**config.mk**
```make
export PLATFORM = sky130hd
export DESIGN_NAME = interrupt_priority_service
export DESIGN_NICKNAME = d
export VERILOG_FILES = /design/src/rtl/pic_pkg.sv /design/src/rtl/pic_rotating_priority.sv /design/src/rtl/interrupt_priority_service.sv
export SDC_FILE = /design/constraint.sdc
export NUM_CORES = 1
export LEC_CHECK = 0
export CAP_MARGIN = 20
export CORE_AREA = 2 2 81 83
export CTS_CLUSTER_DIAMETER = 40
export DETAILED_ROUTE_END_ITERATION = 12
export DIE_AREA = 0 0 83 85
export PLACE_DENSITY = 0.66
export SKIP_CTS_REPAIR_TIMING = 1
export SLEW_MARGIN = 40
export SYNTH_ARGS = -nofsm -noshare
export SYNTH_HDL_FRONTEND = slang
export SYNTH_SLANG_ARGS = --single-unit
```
**constraint.sdc**
```tcl
create_clock -name Clk -period 7.1 [get_ports Clk]
set_input_delay 2.13 -clock Clk [delete_from_list [all_inputs] [get_ports Clk]]
set_output_delay 2.13 -clock Clk [all_outputs]
set_load 0.01 [all_outputs]
```
**src/rtl/pic_pkg.sv**
```systemverilog
// Shared types, constants and priority helpers for the PIC
// priority-resolution / in-service stage.
package pic_pkg;

    localparam int NUM_IR = 8;

    typedef logic [2:0] level_t;

    typedef enum logic {
        IDLE = 1'b0,
        ACK1 = 1'b1
    } pic_state_t;

    localparam level_t SPURIOUS_LEVEL = 3'd7;

    function automatic logic [NUM_IR-1:0] rotate_right(input logic [NUM_IR-1:0] v,
                                                       input level_t n);
        return NUM_IR'({v, v} >> n);
    endfunction

    function automatic logic [NUM_IR-1:0] rotate_left(input logic [NUM_IR-1:0] v,
                                                      input level_t n);
        return NUM_IR'({v, v} >> (level_t'(NUM_IR) - n));
    endfunction

    // Rank 0 is the highest priority level; rank 7 is the current lowest.
    function automatic level_t priority_rank(input level_t level, input level_t lowest);
        return level - lowest - 3'd1;
    endfunction

endpackage

```
**src/rtl/pic_rotating_priority.sv**
```systemverilog
// Combinational rotating-priority resolver: finds the highest-priority set bit
// of vec when priority descends from lowest+1 (mod 8) down to lowest.
module pic_rotating_priority
    import pic_pkg::*;
(
    input  logic [NUM_IR-1:0] vec,
    input  level_t            lowest,
    output logic              found,
    output level_t            level
);

    logic [NUM_IR-1:0] rotated;
    level_t            offset;

    // After rotation, bit 0 holds the highest-priority level.
    assign rotated = rotate_right(vec, lowest + 3'd1);

    always_comb begin
        offset = '0;
        for (int i = NUM_IR - 1; i >= 0; i--) begin
            if (rotated[i]) begin
                offset = level_t'(i);
            end
        end
    end

    assign found = |rotated;
    assign level = offset + lowest + 3'd1;

endmodule

```
**src/rtl/interrupt_priority_service.sv**
```systemverilog
// PIC priority resolution, INTA handshake, in-service register and EOI handling.
// Grants the highest-priority unmasked request under fully-nested rotating priority.
module interrupt_priority_service
    import pic_pkg::*;
(
    input  logic              Clk,
    input  logic              Rst_n,
    input  logic [NUM_IR-1:0] Int_Req_Reg,
    input  logic [NUM_IR-1:0] Int_Mask_Reg,
    input  logic              Inta_Pulse,
    input  logic              Eoi_Nonspecific,
    input  logic              Eoi_Specific,
    input  logic [2:0]        Eoi_Level,
    input  logic              Rotate_On_Eoi,
    input  logic              Set_Priority,
    input  logic              Auto_Eoi,
    output logic              INT,
    output logic [NUM_IR-1:0] In_Service_Reg,
    output logic [2:0]        Vector_Level,
    output logic              Vector_Valid,
    output logic [NUM_IR-1:0] Clear_Irr
);

    pic_state_t        state_reg, state_next;
    logic [NUM_IR-1:0] isr_reg, isr_next;
    level_t            lowest_reg, lowest_next;
    logic              int_reg, int_next;
    level_t            latched_level_reg, latched_level_next;
    logic              spurious_reg, spurious_next;
    level_t            vector_level_reg, vector_level_next;
    logic              vector_valid_reg, vector_valid_next;
    logic [NUM_IR-1:0] clear_irr_reg, clear_irr_next;

    logic [NUM_IR-1:0] pending;
    logic [NUM_IR-1:0] eoi_clear, auto_clear, grant_set;
    logic              req_found, isr_found;
    level_t            req_level, isr_level;
    logic              eligible, grant, ack2, ack2_auto;

    assign pending = Int_Req_Reg & ~Int_Mask_Reg;

    pic_rotating_priority u_req_prio (
        .vec    (pending),
        .lowest (lowest_reg),
        .found  (req_found),
        .level  (req_level)
    );

    pic_rotating_priority u_isr_prio (
        .vec    (isr_reg),
        .lowest (lowest_reg),
        .found  (isr_found),
        .level  (isr_level)
    );

    // Fully nested: a request must strictly outrank everything in service.
    assign eligible  = req_found &&
                       (!isr_found ||
                        (priority_rank(req_level, lowest_reg) < priority_rank(isr_level, lowest_reg)));
    assign grant     = (state_reg == IDLE) && Inta_Pulse && eligible;
    assign ack2      = (state_reg == ACK1) && Inta_Pulse;
    assign ack2_auto = ack2 && Auto_Eoi && !spurious_reg;

    generate
        for (genvar gi = 0; gi < NUM_IR; gi++) begin : g_bit
            assign eoi_clear[gi]  = (Eoi_Nonspecific && isr_found && (isr_level == level_t'(gi))) ||
                                    (Eoi_Specific && (Eoi_Level == level_t'(gi)));
            assign auto_clear[gi] = ack2_auto && (latched_level_reg == level_t'(gi));
            assign grant_set[gi]  = grant && (req_level == level_t'(gi));
        end
    endgenerate

    // Clears first, then the grant, so a same-bit collision leaves the bit set.
    assign isr_next = (isr_reg & ~(eoi_clear | auto_clear)) | grant_set;

    // Later assignments take precedence: Set_Priority overrides any rotation.
    always_comb begin
        lowest_next = lowest_reg;
        if (ack2_auto && Rotate_On_Eoi) begin
            lowest_next = latched_level_reg;
        end
        if (Eoi_Nonspecific && isr_found && Rotate_On_Eoi) begin
            lowest_next = isr_level;
        end
        if (Eoi_Specific && Rotate_On_Eoi) begin
            lowest_next = Eoi_Level;
        end
        if (Set_Priority) begin
            lowest_next = Eoi_Level;
        end
    end

    always_comb begin
        state_next         = state_reg;
        int_next           = 1'b0;
        latched_level_next = latched_level_reg;
        spurious_next      = spurious_reg;
        vector_level_next  = vector_level_reg;
        vector_valid_next  = 1'b0;
        clear_irr_next     = '0;
        case (state_reg)
            IDLE: begin
                int_next = eligible && !Inta_Pulse;
                if (Inta_Pulse) begin
                    state_next         = ACK1;
                    latched_level_next = eligible ? req_level : SPURIOUS_LEVEL;
                    spurious_next      = !eligible;
                    clear_irr_next     = grant_set;
                end
            end
            ACK1: begin
                if (Inta_Pulse) begin
                    state_next        = IDLE;
                    vector_valid_next = 1'b1;
                    vector_level_next = latched_level_reg;
                end
            end
            default: state_next = IDLE;
        endcase
    end

    always_ff @(posedge Clk) begin
        if (!Rst_n) begin
            state_reg         <= IDLE;
            isr_reg           <= '0;
            lowest_reg        <= 3'd7;
            int_reg           <= 1'b0;
            latched_level_reg <= '0;
            spurious_reg      <= 1'b0;
            vector_level_reg  <= '0;
            vector_valid_reg  <= 1'b0;
            clear_irr_reg     <= '0;
        end else begin
            state_reg         <= state_next;
            isr_reg           <= isr_next;
            lowest_reg        <= lowest_next;
            int_reg           <= int_next;
            latched_level_reg <= latched_level_next;
            spurious_reg      <= spurious_next;
            vector_level_reg  <= vector_level_next;
            vector_valid_reg  <= vector_valid_next;
            clear_irr_reg     <= clear_irr_next;
        end
    end

    assign INT            = int_reg;
    assign In_Service_Reg = isr_reg;
    assign Vector_Level   = vector_level_reg;
    assign Vector_Valid   = vector_valid_reg;
    assign Clear_Irr      = clear_irr_reg;

endmodule

```
### Yosys cells after proc, flatten, opt, wreduce, memory -nomap -nowiden

Cells that the tools add are included.
Widths: inputs -> output; s select.

* $add $sub $neg: 9
* order comparisons: 1
* equal/unequal tests: 28
* shift-type cells: 2
* multiplexer cells: 24
* bitwise operators: 9
* reductions and logical operators: 68

Operator list (number)
* $mux 3: 21
* $eq 3x3->1 const B: 16
* $logic_and 1x1->1: 43
* $shr 16x3->8: 2
* $eq 3x2->1 const B: 8
* $and 8x8->8: 2
* $not 8->8: 2
* $or 8x8->8: 2
* $reduce_or 8->1: 2
* $eq 3x1->1 const B: 4
* $logic_not 3->1: 4
* $add 3x1->3 const B: 3
* $logic_or 1x1->1: 9
* $add 3x3->3: 2
* $reduce_and 2->1: 3
* $sub 3x1->3 const B: 2
* $sub 3x3->3: 2
* $logic_not 1->1: 4
* $reduce_bool 4->1: 1
* $lt 3x3->1: 1
* $not 1->1: 3
* $reduce_or 3->1: 1
* $mux 1: 2
* $pmux 1 s2: 1
* $reduce_or 2->1: 1

* flip-flop bits (word level): 29
* bits of input ports: 27
* output and inout bits: 21

### Longest topological paths before layout

* word-level depth: 21
* mapped depth: 23

### Modules after synthesis

Synthesis repeated with hierarchy kept, for this count alone.

* cell total of the unflattened synthesis: 301
* area, all modules: 2695.1 µm²

Modules (own cells, without submodules)
* interrupt_priority_service: times used 1, cells each 172, area each 1569.0 µm²
* pic_rotating_priority at u_req_prio: times used 1, cells each 84, area each 650.6 µm²
* pic_rotating_priority at u_isr_prio: times used 1, cells each 45, area each 475.5 µm²

### Worst setup path after synthesis

OpenSTA, ideal clock, no wires.

* path kind: input port to flip-flop
* start: in Int_Mask_Reg[5]
* end: reg isr_reg[2] (netlist: In_Service_Reg[2])
* setup time: 0.139 ns
* data arrival time: 5.763 ns
* data required time: 6.961 ns
* slack: 1.198 ns
* cell stages on the path: 15
* buffers on the path: 0
* cell sequence: nand2b_1 > mux4_2 > mux2_2 > nor3b_1 > or3_1 > fa_1 > inv_1 > fa_1 > ha_1 > a31o_2 > a21oi_1 > a22oi_1 > nor2_1 > a22oi_1 > o32ai_1

* word-level cells in the longest chain between the ends: 21
* elaborated cells between the ends (all ways): 23
* those cells by class: add/sub: 4; order compare: 1; eq/ne: 1; shift: 1; mux: 8; bitwise: 3; reduce/logical: 5

Ends and longest elaborated chain
* start, declared: RTL line interrupt_priority_service.sv:9 `input logic [NUM_IR-1:0] Int_Mask_Reg,`
* $not 8->8 (*): RTL line interrupt_priority_service.sv:40 `assign pending = Int_Req_Reg & ~Int_Mask_Reg;`
* $and 8x8->8 (*): RTL line interrupt_priority_service.sv:40
* $shr 16x3->8 (*): RTL line pic_pkg.sv:18 `return NUM_IR'({v, v} >> n);`
* $mux 3 (8 in series): RTL line pic_rotating_priority.sv:21 `if (rotated[i]) begin`
* $add 3x3->3: RTL line pic_rotating_priority.sv:28 `assign level = offset + lowest + 3'd1;`
* $add 3x1->3: RTL line pic_rotating_priority.sv:28
* $sub 3x3->3: RTL line pic_pkg.sv:28 `return level - lowest - 3'd1;`
* $sub 3x1->3: RTL line pic_pkg.sv:28
* $lt 3x3->1: RTL line interrupt_priority_service.sv:59 `(priority_rank(req_level, lowest_reg) < priority_rank(isr_level, lowest_reg)));`
* $logic_or 1x1->1: RTL line interrupt_priority_service.sv:58 `(!isr_found ||`
* $logic_and 1x1->1: RTL line interrupt_priority_service.sv:57 `assign eligible = req_found &&`
* $logic_and 1x1->1: RTL line interrupt_priority_service.sv:60 `assign grant = (state_reg == IDLE) && Inta_Pulse && eligible;`
* $logic_and 1x1->1 (*): RTL line interrupt_priority_service.sv:69 `assign grant_set[gi] = grant && (req_level == level_t'(gi));`
* $or 8x8->8 (*): RTL line interrupt_priority_service.sv:74 `assign isr_next = (isr_reg & ~(eoi_clear | auto_clear)) | grant_set;`
* end signal, assigned: RTL line interrupt_priority_service.sv:135 `isr_reg <= isr_next;`
* end, declared: RTL line interrupt_priority_service.sv:25 `logic [NUM_IR-1:0] isr_reg, isr_next;`

Every way passes the cells marked *; elsewhere a longest branch is shown, timed or not.
A chain may end at the register's enable or synchronous reset.

### Worst setup path in the final report

* start: in Int_Mask_Reg[3]
* end: reg isr_reg[2] (netlist: In_Service_Reg[2])

The elaborated chain is that of the path after synthesis.

==> impl_metrics.json <==
{
  "final_common_cell": "clkdlybuf4s50_1",
  "wire_per_inst_um": 16.61,
  "status": "complete, no violations",
  "synthFlopType": "dfxtp_1",
  "ios": 48,
  "drv_cap": 0,
  "synth.area.mux_share": 0.2221,
  "finalHoldViolCount": 0,
  "worstPathArrival_ns": 6.65,
  "place_congestion": 0.8646,
  "fin_setup_tns_ns": 0,
  "die_x_um": 83,
  "drive_gt1_frac": 0.09846,
  "cp-start-kind": "input pin",
  "ant_nets": 0,
  "area_growth_pct": 24.58,
  "first_pass_iters": 4,
  "initialDrtViolationCount": 181,
  "synth_area_per_cell_um2": 8.789,
  "final_cell_mix": "46 x clkdlybuf4s50_1, 29 x dfxtp_1, 28 x mux2i_1",
  "yosysSeqAreaShare": 0.2342,
  "rows": 29,
  "initial_utilization": 0.3995,
  "synth_nets": 320,
  "period_needed_ns": 6.503,
  "port-buffer-count": 47,
  "synth_compound_area_frac": 0.1873,
  "total_power_w": 0.001675,
  "powerDensity_nw_per_um2": 542.4,
  "maxSlewViolCount": 0,
  "via_count": 2400,
  "synth-xor-area-share": 0.02726,
  "synth_top_family_by_area": "multiplexers",
  "synth_top_area_share": 0.2342,
  "syn_area_um2": 2479,
  "drc": 0,
  "synthAdderAreaFrac": 0.06764,
  "crit_path_end_kind": "flip-flop",
  "synth_simple_gate_area_share": 0.2216,
  "grt_overflow": 0,
  "clk_pin_slew_ns": 0.06,
  "ir_drop_uv": 251.2,
  "htree_levels": 2,
  "ys_ff_latch": 29,
  "grt_pass1_wl_um": 11360,
  "dieArea_um2": 7055,
  "fin_skew_ns": 0.006080,
  "cts_tree": "yes",
  "max-slew-margin-rel": 0.5858,
  "diodes": 0,
  "holdWs_ns": 0.5195,
  "synth_warnings": 0,
  "grt.total_usage": 0.1958,
  "worst_skew_pair.late_latency_ns": 0.28,
  "grt_max_degree": 26,
  "tightest_slew_ns": 0.6149,
  "yosys-top-cells-area": "dfxtp_1 23%, mux2i_1 11%, mux4_2 8.2%",
  "p_leak_nw": 1.172,
  "antenna_found_initial": 0,
  "path_class": "in2reg",
  "synth_cells": 282,
  "setup_violations": 0,
  "crit_path_max_fanout": 5,
  "die_y_um": 85,
  "holdCritPathClass": "reg2reg",
  "clockBufferDepth": 2,
  "cts_buffers": 5,
  "async_flop_share": 0,
  "synth_cell_types": 52,
  "grt_pass1_vias": 2321,
  "routed_wl_um": 6679,
  "core_region_area_um2": 6205,
  "finalNetCount": 362,
  "post-route-period-util": 0.9159,
  "synth_edf_count": 0,
  "cts_root_buffer": "clkbuf_8",
  "dp_hpwl_um": 5197,
  "avgViaCountPerCell": 5.970,
  "required_ns": 7.24,
  "fmax_ghz": 0.1538,
  "rsz0062_at_grt": "no",
  "synth_top_area_cell": "dfxtp_1",
  "cts_num_sinks": 29
}
per-stage QoR:
step / worst slack (ns) / cell area (um^2) / util / cells
CTS: 0.6505 / 3093 / 0.4985 / 402
detailed placement: 0.3724 / 3007 / 0.4846 / 394
finish: 0.5974 / 3088 / 0.4977 / 402
global placement: 0.4890 / 2995 / 0.4828 / 394
global route: 0.2814 / 3088 / 0.4977 / 402
floorplan: 1.198 / 2479 / - / 282
critical path, cell delays in order:
cell             delay [ns]
clkdlybuf4s50_1        0.44
nand2b_1               0.16
mux2i_1                0.15
mux4_2                 0.50
nor2b_1                0.16
o21bai_1               0.08
a21oi_1                0.16
o21bai_1               0.09
ha_1                   0.23
fa_1                   0.57
inv_1                  0.11
fa_1                   0.45
ha_1                   0.29
a31o_2                 0.14
a21oi_1                0.07
a22oi_1                0.25
nor2_1                 0.10
a22oi_1                0.40
o32ai_1                0.16
path summary, 6_finish.rpt:
check                   from                 to  slack, ns  cells past startpoint
min                state_reg       Vector_Valid       0.52                      1
min reg2reg        state_reg       Vector_Valid       0.52                      1
max reg2reg    lowest_reg[1]  In_Service_Reg[2]       1.65                     19
max          Int_Mask_Reg[3]  In_Service_Reg[2]       0.60                     19
report_power, final:
| part | total (W) | leakage [nW] | internal, W | switching [W] |
|---|---|---|---|---|
| Combinational | 0.00129 | 0.892 | 0.000540 | 0.000746 |
| Sequential | 0.000260 | 0.236 | 0.000202 | 0.0000574 |
| Clock | 0.000129 | 0.0439 | 0.0000674 | 0.0000619 |
| Total | 0.00167 | 1.17 | 0.000810 | 0.000865 |
Yosys cell counts, types with 2 or more instances:
master	n
a21oi_1	9
a22oi_1	6
a31oi_1	4
and3_1	2
buf_2	4
buf_4	2
clkbuf_1	7
dfxtp_1	29
fa_1	4
ha_1	7
inv_1	8
mux2_2	6
mux2i_1	28
mux4_2	9
nand2_1	17
nand2b_1	12
nand3_1	7
nand3b_1	5
nand4_1	5
nand4b_1	2
nor2_1	20
nor2b_1	8
nor3_1	12
nor4_1	4
o2111ai_1	4
o211a_1	3
o211ai_1	2
o21ai_0	17
o21bai_1	2
o221ai_1	2
o22ai_1	5
o311ai_0	4
or3_1	5
xnor2_1	2
xor2_1	2
kinds of logic after synthesis:
kind of cell	Yosys count
adders and majority gates	11
and+or+nand+nor	103
AOI/OAI and AO/OA	67
DFF	29
buffers and inverters	23
xor gates and xnor gates	6
muxes	43
area by class of cell:
type,count,area (um^2)
clock inverter,3,17.52
clock buffer,5,68.82
multi-input combinational,230,1810
sequential,29,580.6
inverter,9,33.78
fill,606,3117
timing repair buffer,49,480.5
tap,77,96.34
per-layer routing:
metal / global-route usage / wire [um]
met5: 0 / 0
met4: 0.06855 / 153
met3: 0.02432 / 270
met2: 0.3262 / 3276
met1: 0.2633 / 2979
No activity file was read; power rests on OpenSTA's default activity.
